## config.mk

```make
export PLATFORM = sky130hd
export DESIGN_NAME = vram_pos_fetch_arbiter_flat
export DESIGN_NICKNAME = d
export VERILOG_FILES = /design/src/rtl/vram_pos_fetch_arbiter_pkg.sv /design/src/rtl/vram_pos_fetch_arbiter_if.sv /design/src/rtl/vram_pos_fetch_arbiter_pos_regfile.sv /design/src/rtl/vram_pos_fetch_arbiter.sv /design/src/flat_wrapper.sv
export SDC_FILE = /design/constraint.sdc
export NUM_CORES = 1
export LEC_CHECK = 0
export BUFFER_PORTS_ARGS = -buffer_cell sky130_fd_sc_hd__buf_2
export CAP_MARGIN = 30
export CORE_AREA = 2 2 226 228
export DETAILED_ROUTE_END_ITERATION = 10
export DIE_AREA = 0 0 228 230
export HOLD_SLACK_MARGIN = 0.12
export PLACE_DENSITY_LB_ADDON = 0.3
export SETUP_SLACK_MARGIN = 0.5
export SYNTH_ARGS = -nofsm -noshare
export SYNTH_HDL_FRONTEND = slang
export SYNTH_SLANG_ARGS = --single-unit
```

## constraint.sdc

```tcl
create_clock -name clk50MHz -period 2.2 [get_ports clk50MHz]
set_clock_uncertainty 0.1 [all_clocks]
set_input_delay 0.33 -clock clk50MHz [delete_from_list [all_inputs] [get_ports clk50MHz]]
set_output_delay 0.33 -clock clk50MHz [all_outputs]
set_load 0.02 [all_outputs]
```

## src/rtl/vram_pos_fetch_arbiter_pkg.sv

```systemverilog
// Shared types and defaults for the sprite-position fetch arbiter.
package vram_pos_fetch_arbiter_pkg;

  localparam int unsigned DEF_WIDTH      = 16;
  localparam int unsigned DEF_ADDR_WIDTH = 10;
  localparam int unsigned DEF_NUM_POS    = 30;
  localparam int unsigned DEF_BASE_ADDR  = 32'h100;

  typedef enum logic [1:0] {
    ST_IDLE   = 2'd0,
    ST_FETCH  = 2'd1,
    ST_DRAIN  = 2'd2,
    ST_COMMIT = 2'd3
  } state_t;

  // Index counter width; a one-entry table still needs a 1-bit counter.
  function automatic int unsigned cnt_width(input int unsigned n);
    return (n > 1) ? $clog2(n) : 1;
  endfunction

endpackage

```

## src/rtl/vram_pos_fetch_arbiter_if.sv

```systemverilog
// BRAM port B plus secondary requester handshake, as seen by the arbiter.
interface vram_pos_fetch_arbiter_if
  import vram_pos_fetch_arbiter_pkg::*;
#(
  parameter int unsigned WIDTH      = DEF_WIDTH,
  parameter int unsigned ADDR_WIDTH = DEF_ADDR_WIDTH
);
  logic [ADDR_WIDTH-1:0] addr_b;
  logic                  we_b;
  logic [WIDTH-1:0]      data_b;
  logic [WIDTH-1:0]      q_b;
  logic                  req_valid;
  logic                  req_we;
  logic [ADDR_WIDTH-1:0] req_addr;
  logic [WIDTH-1:0]      req_wdata;
  logic                  req_ready;
  logic                  rsp_valid;
  logic [WIDTH-1:0]      rsp_data;

  modport master (
    output addr_b, we_b, data_b, req_ready, rsp_valid, rsp_data,
    input  q_b, req_valid, req_we, req_addr, req_wdata
  );

  modport slave (
    input  addr_b, we_b, data_b, req_ready, rsp_valid, rsp_data,
    output q_b, req_valid, req_we, req_addr, req_wdata
  );
endinterface

```

## src/rtl/vram_pos_fetch_arbiter_pos_regfile.sv

```systemverilog
// Position register bank written by index; optional shadow bank (POS_DOUBLE_BUFFER_EN)
// copied to the visible bank on the commit strobe.
module vram_pos_fetch_arbiter_pos_regfile
  import vram_pos_fetch_arbiter_pkg::*;
#(
  parameter int unsigned WIDTH   = DEF_WIDTH,
  parameter int unsigned NUM_POS = DEF_NUM_POS,
  parameter int unsigned CNT_W   = cnt_width(NUM_POS)
) (
  input  logic                     clk50MHz,
  input  logic                     clr,
  input  logic                     wr_en,
  input  logic [CNT_W-1:0]         wr_idx,
  input  logic [WIDTH-1:0]         wr_data,
  input  logic                     commit,
  output logic [NUM_POS*WIDTH-1:0] pos_flat
);

`ifdef POS_DOUBLE_BUFFER_EN
  logic [NUM_POS*WIDTH-1:0] shadow_q;

  // Capture lands in the shadow; bitGen only sees whole frames.
  always_ff @(posedge clk50MHz or negedge clr) begin
    if (!clr) begin
      shadow_q <= '0;
      pos_flat <= '0;
    end else begin
      for (int unsigned i = 0; i < NUM_POS; i++) begin
        if (wr_en && (wr_idx == CNT_W'(i))) shadow_q[i*WIDTH +: WIDTH] <= wr_data;
      end
      if (commit) pos_flat <= shadow_q;
    end
  end
`else
  logic unused_commit;
  assign unused_commit = commit;

  always_ff @(posedge clk50MHz or negedge clr) begin
    if (!clr) begin
      pos_flat <= '0;
    end else begin
      for (int unsigned i = 0; i < NUM_POS; i++) begin
        if (wr_en && (wr_idx == CNT_W'(i))) pos_flat[i*WIDTH +: WIDTH] <= wr_data;
      end
    end
  end
`endif

endmodule

```

## src/rtl/vram_pos_fetch_arbiter.sv

```systemverilog
// Owns BRAM port B: per-frame burst read of sprite positions, secondary access in between.
// Optional feature macro: POS_DOUBLE_BUFFER_EN (shadow bank, atomic commit).
module vram_pos_fetch_arbiter
  import vram_pos_fetch_arbiter_pkg::*;
#(
  parameter int unsigned           WIDTH      = DEF_WIDTH,
  parameter int unsigned           ADDR_WIDTH = DEF_ADDR_WIDTH,
  parameter int unsigned           NUM_POS    = DEF_NUM_POS,
  parameter logic [ADDR_WIDTH-1:0] BASE_ADDR  = ADDR_WIDTH'(DEF_BASE_ADDR)
) (
  input  logic                     clk50MHz,
  input  logic                     clr,
  input  logic                     frame_strb,
  vram_pos_fetch_arbiter_if.master bus,
  output logic [NUM_POS*WIDTH-1:0] pos_flat,
  output logic                     busy,
  output logic                     overrun
);

  localparam int unsigned      CNT_W = cnt_width(NUM_POS);
  localparam logic [CNT_W-1:0] LAST  = CNT_W'(NUM_POS - 1);

  state_t           state_q, state_n;
  logic [CNT_W-1:0] issue_q, issue_n;
  logic [CNT_W-1:0] cap_idx_q, cap_idx_n;
  logic             cap_en_q, cap_en_n;
  logic             commit_c;
  logic             accept_c;
  logic             rsp_valid_q;

  // State register and fetch bookkeeping.
  always_ff @(posedge clk50MHz or negedge clr) begin
    if (!clr) begin
      state_q     <= ST_IDLE;
      issue_q     <= '0;
      cap_idx_q   <= '0;
      cap_en_q    <= 1'b0;
      busy        <= 1'b0;
      overrun     <= 1'b0;
      rsp_valid_q <= 1'b0;
    end else begin
      state_q     <= state_n;
      issue_q     <= issue_n;
      cap_idx_q   <= cap_idx_n;
      cap_en_q    <= cap_en_n;
      busy        <= (state_n != ST_IDLE);
      overrun     <= overrun | (frame_strb && (state_q != ST_IDLE));
      rsp_valid_q <= accept_c && !bus.req_we;
    end
  end

  // Next state; capture index trails the issued address by one cycle.
  always_comb begin
    state_n   = state_q;
    issue_n   = issue_q;
    cap_idx_n = cap_idx_q;
    cap_en_n  = 1'b0;
    commit_c  = 1'b0;
    case (state_q)
      ST_IDLE: begin
        if (frame_strb) begin
          state_n = ST_FETCH;
          issue_n = '0;
        end
      end
      ST_FETCH: begin
        cap_en_n  = 1'b1;
        cap_idx_n = issue_q;
        if (issue_q == LAST) state_n = ST_DRAIN;
        else                 issue_n = issue_q + CNT_W'(1);
      end
      ST_DRAIN:  state_n = ST_COMMIT;
      ST_COMMIT: begin
        commit_c = 1'b1;
        state_n  = ST_IDLE;
      end
      default:   state_n = ST_IDLE;
    endcase
  end

  // Port B mux: the secondary path is combinational so a read returns q_b one cycle later.
  assign accept_c      = (state_q == ST_IDLE) && !frame_strb && bus.req_valid;
  assign bus.req_ready = accept_c;
  assign bus.addr_b    = (state_q == ST_FETCH) ? (BASE_ADDR + ADDR_WIDTH'(issue_q))
                       : accept_c              ? bus.req_addr
                       :                         '0;
  assign bus.we_b      = accept_c && bus.req_we;
  assign bus.data_b    = (accept_c && bus.req_we) ? bus.req_wdata : '0;
  assign bus.rsp_valid = rsp_valid_q;
  assign bus.rsp_data  = rsp_valid_q ? bus.q_b : '0;

  vram_pos_fetch_arbiter_pos_regfile #(
    .WIDTH   (WIDTH),
    .NUM_POS (NUM_POS),
    .CNT_W   (CNT_W)
  ) u_pos_regfile (
    .clk50MHz (clk50MHz),
    .clr      (clr),
    .wr_en    (cap_en_q),
    .wr_idx   (cap_idx_q),
    .wr_data  (bus.q_b),
    .commit   (commit_c),
    .pos_flat (pos_flat)
  );

endmodule

```

## src/flat_wrapper.sv

```systemverilog
// flat-port wrapper written by rule: the top's interface ports become plain ports
module vram_pos_fetch_arbiter_flat import vram_pos_fetch_arbiter_pkg::*;
#(
  parameter int unsigned           WIDTH      = DEF_WIDTH,
  parameter int unsigned           ADDR_WIDTH = DEF_ADDR_WIDTH,
  parameter int unsigned           NUM_POS    = DEF_NUM_POS,
  parameter logic [ADDR_WIDTH-1:0] BASE_ADDR  = ADDR_WIDTH'(DEF_BASE_ADDR)
)
  (clk50MHz, clr, frame_strb, pos_flat, busy, overrun, bus_addr_b, bus_we_b, bus_data_b, bus_req_ready, bus_rsp_valid, bus_rsp_data, bus_q_b, bus_req_valid, bus_req_we, bus_req_addr, bus_req_wdata);
  vram_pos_fetch_arbiter_if #(.WIDTH(WIDTH), .ADDR_WIDTH(ADDR_WIDTH)) bus_i ();
  input  logic clk50MHz;
  input  logic clr;
  input  logic frame_strb;
  output logic [NUM_POS*WIDTH-1:0] pos_flat;
  output logic busy;
  output logic overrun;
  output wire logic [$bits(bus_i.addr_b)-1:0] bus_addr_b;
  output wire logic [$bits(bus_i.we_b)-1:0] bus_we_b;
  output wire logic [$bits(bus_i.data_b)-1:0] bus_data_b;
  output wire logic [$bits(bus_i.req_ready)-1:0] bus_req_ready;
  output wire logic [$bits(bus_i.rsp_valid)-1:0] bus_rsp_valid;
  output wire logic [$bits(bus_i.rsp_data)-1:0] bus_rsp_data;
  input wire logic [$bits(bus_i.q_b)-1:0] bus_q_b;
  input wire logic [$bits(bus_i.req_valid)-1:0] bus_req_valid;
  input wire logic [$bits(bus_i.req_we)-1:0] bus_req_we;
  input wire logic [$bits(bus_i.req_addr)-1:0] bus_req_addr;
  input wire logic [$bits(bus_i.req_wdata)-1:0] bus_req_wdata;
  assign bus_addr_b = bus_i.addr_b;
  assign bus_we_b = bus_i.we_b;
  assign bus_data_b = bus_i.data_b;
  assign bus_req_ready = bus_i.req_ready;
  assign bus_rsp_valid = bus_i.rsp_valid;
  assign bus_rsp_data = bus_i.rsp_data;
  assign bus_i.q_b = bus_q_b;
  assign bus_i.req_valid = bus_req_valid;
  assign bus_i.req_we = bus_req_we;
  assign bus_i.req_addr = bus_req_addr;
  assign bus_i.req_wdata = bus_req_wdata;
  vram_pos_fetch_arbiter #(.WIDTH(WIDTH), .ADDR_WIDTH(ADDR_WIDTH), .NUM_POS(NUM_POS), .BASE_ADDR(BASE_ADDR)) u_core (.clk50MHz(clk50MHz), .clr(clr), .frame_strb(frame_strb), .bus(bus_i), .pos_flat(pos_flat), .busy(busy), .overrun(overrun));
endmodule
```

==> metrics <==
worst hold slack=0.151 ns; r2r startpoint=u_core.cap_idx_q[2]$_DFFE_PN0P_; Port Buffers=573; Clock Sinks=496; via count=13300; register area share after synthesis=65.0%; initial antenna violation count=0; RSZ-0062 raised after global routing=true; Core Rows=82; drt pass-1 iters=5; Worst-Skew Late Latency=0.58 ns; root buffer cell=clkbuf_16; overall power=47.5 mW; global-route wire length before repair=98400 um; Critical Path Start=u_core.state_q[1]$_DFF_PN0_; Required @ worst endpoint=1.77 ns; fin. max-slew vios=0; CP endpoint kind=output port; # DRC=0; worst rel slew slack=35.4%; initial DRC count=716; Reg2Reg Setup Slack=0.14 ns; Area growth, synth to finish=48.0%; status=complete, but fails checks; grt total ovfl=0; CORE AREA=0.0499 mm^2; fmax=0.429 GHz; fin area=0.0282 mm^2; violated checks=setup timing; max-cap check violation count=0; Vias/cell=5.06; setup TNS=-2.43 ns; Post-synth EDFFs=0; global route hottest layer=met2; grt met2 use=41.8%; post-synthesis cell count=1226; synthesized area per cell=15.6 um^2; PD cells=1680 mW/mm^2; arrival time worst endpoint=1.90 ns; largest net degree at the start of global routing=65; antenna cells=0; R2R Path End=u_core.u_pos_regfile.pos_flat[388]$_DFFE_PN0P_; count of different cell masters after synthesis=33; vias in the first global route=14200; fillers=3992; Async SR Flop Fraction=100%; peak fanout along the critical path=15; prevailing post-synth register cell=dfrtp_1; Post-DP Area=0.0233 mm^2; min Tclk post-route=2.33 ns; crit start category=register; final worst slack=-0.131 ns; Final period util=106%; Critical Path End=bus_data_b[7]; drt total wl=70400 um; flops & latches, synth=496; Initial Util=38.3%; met1 usage=31.3%; GRT Total Usage=25.3%; ANT nets after route=0; Setup CP Type=reg2out; Placer Congestion=0.824; Fin. Hold Viols=0; Worst Tran Pin Value=0.969 ns; M3 GR Usage=8.25%; I/O pins=574; # setup viols final=28; P_leak=14.0 nW; Mapped Area=0.0191 mm^2; TritonCTS clock tree=built; NumNets Final=1964; die area=0.0524 mm^2; share of cells above drive strength 1=70.1%; Peak VDD IR=847 uV; Max Buffers Root-to-Sink=3; WL/cell=26.8 um; yosys warns=0; post-synth net total=1275; R2R depth=6; Layout Cells excl Fill=2624; TritonCTS buffer count=52; level count of the clock H-tree=2; Worst Hold Class=in2async; HPWL after DPL=43300 um; die width=228 um; clock-pin slew on the worst setup and hold paths=0.06 ns; Die H=230 um; DP Cell Count=2440
[flip-flops by register name (all words and copies together) (netlist names)]
| signal | cells |
|---|---|
| u_core.bus.rsp_valid | 1 |
| u_core.busy | 1 |
| u_core.cap_en_q | 1 |
| u_core.cap_idx_q | 5 |
| u_core.issue_q | 5 |
| u_core.overrun | 1 |
| u_core.state_q | 2 |
| u_core.u_pos_regfile.pos_flat | 480 |
[worst min-delay path by stage]
stage,startpoint,endpoint,slack [ns],depth (start not counted)
floorplan,clr,u_core.bus.rsp_valid$_DFF_PN0_,-0.07,0
global placement,clr,u_core.u_pos_regfile.pos_flat[330]$_DFFE_PN0P_,0.17,1
detailed placement,clr,u_core.u_pos_regfile.pos_flat[330]$_DFFE_PN0P_,0.19,1
CTS,bus_q_b[14],u_core.u_pos_regfile.pos_flat[110]$_DFFE_PN0P_,0.13,3
global route,bus_q_b[14],u_core.u_pos_regfile.pos_flat[110]$_DFFE_PN0P_,0.15,3
finish,clr,u_core.u_pos_regfile.pos_flat[330]$_DFFE_PN0P_,0.15,2
[per-layer routing]
metal,part of all wire [%],routed length (um),vias up
li1,-,-,5640
met1,41,28800,7019
met2,48,34100,497
met3,7.5,5310,121
met4,3.1,2190,0
met5,0,0,-
[metrics by stage]
step           util (%)  worst slack, ns
2_1_floorplan         -            0.317
3_3_place_gp       46.8            0.289
3_5_place_dp       46.8            0.254
4_1_cts            54.3           -0.143
5_1_grt            56.7           -0.221
6_report           56.7           -0.131
[layout make-up]
cell class                      count  area (um^2)  area share (%)
Sequential cell                   496        12400            44.0
Multi-Input combinational cell    624         7770            27.5
Timing Repair Buffer              737         5510            19.5
Clock buffer                       72         1490            5.27
Tap cell                          672          841            2.98
Clock inverter                     19          196           0.695
Inverter                            4         15.0          0.0531
[cell usage after synthesis, drive strengths merged (4+ instances only)]
cell type  count  share of area [%]
buf           42                1.1
and2          21               0.69
nand2         41               0.81
nor3           5               0.16
a21oi          6               0.16
nor2          12               0.24
o21ai          4               0.10
dfrtp        496                 65
nand2b         5               0.16
and3          17               0.56
nor2b          6               0.20
mux2         480                 28
clkbuf        60                1.2
nand4b         4               0.18
[worst max-delay path, stage by stage, from the launching register on]
cell and delay [ns]:
dfrtp_2 0.45, nor4b_4 0.33, buf_6 0.20, and3_1 0.21, buf_6 0.13
[cells by family after synthesis]
kind of cell,share of synthesized area (%)
buffers and inverters,2.36
and+or+nand+nor,3.63
muxes,28.3
adders and majority gates,0.131
DFF,65.0
AOI/OAI and AO/OA,0.538
[timing repair]
action | 4_1_cts | 5_1_grt
resized for setup | 402 | 139
setup buffers | 34 | 25
pin swaps | 21 | 13
endpoints found under the setup margin | 525 | 526
gates cloned | 14 | 13
hold buffers | 7 | 0
hold endpoints to repair | 455 | 0
[cells in the final DEF (no fill, tap or decap), types with 3 or more instances in the layout]
cell	count
buf_2	528
clkbuf_1	11
buf_8	8
nand2b_1	4
clkinvlp_4	3
mux2_2	190
buf_12	47
buf_6	65
or3_4	3
nand2_2	10
nor3_1	4
nor2_4	10
nand2_1	19
inv_1	3
a21oi_1	6
nor2b_4	5
buf_4	61
nand4b_1	4
bufinv_16	3
mux2_4	290
dfrtp_2	7
and2_4	20
nand2_8	12
dlygate4sd3_1	7
dfrtp_1	488
buf_16	9
clkinv_2	10
o21ai_0	3
and3_1	15
nand4_1	3
clkbuf_8	7
clkbuf_16	66
[power breakdown]
| group | leakage [nW] | internal (mW) | total [mW] | switching, mW |
|---|---|---|---|---|
| registers | 6.00 | 13.6 | 16.2 | 2.62 |
| clock network | 0.826 | 5.07 | 8.73 | 3.66 |
| logic | 7.16 | 10.3 | 22.6 | 12.3 |
| total | 14.0 | 28.9 | 47.5 | 18.6 |
Power figures use the tool's default switching activity.
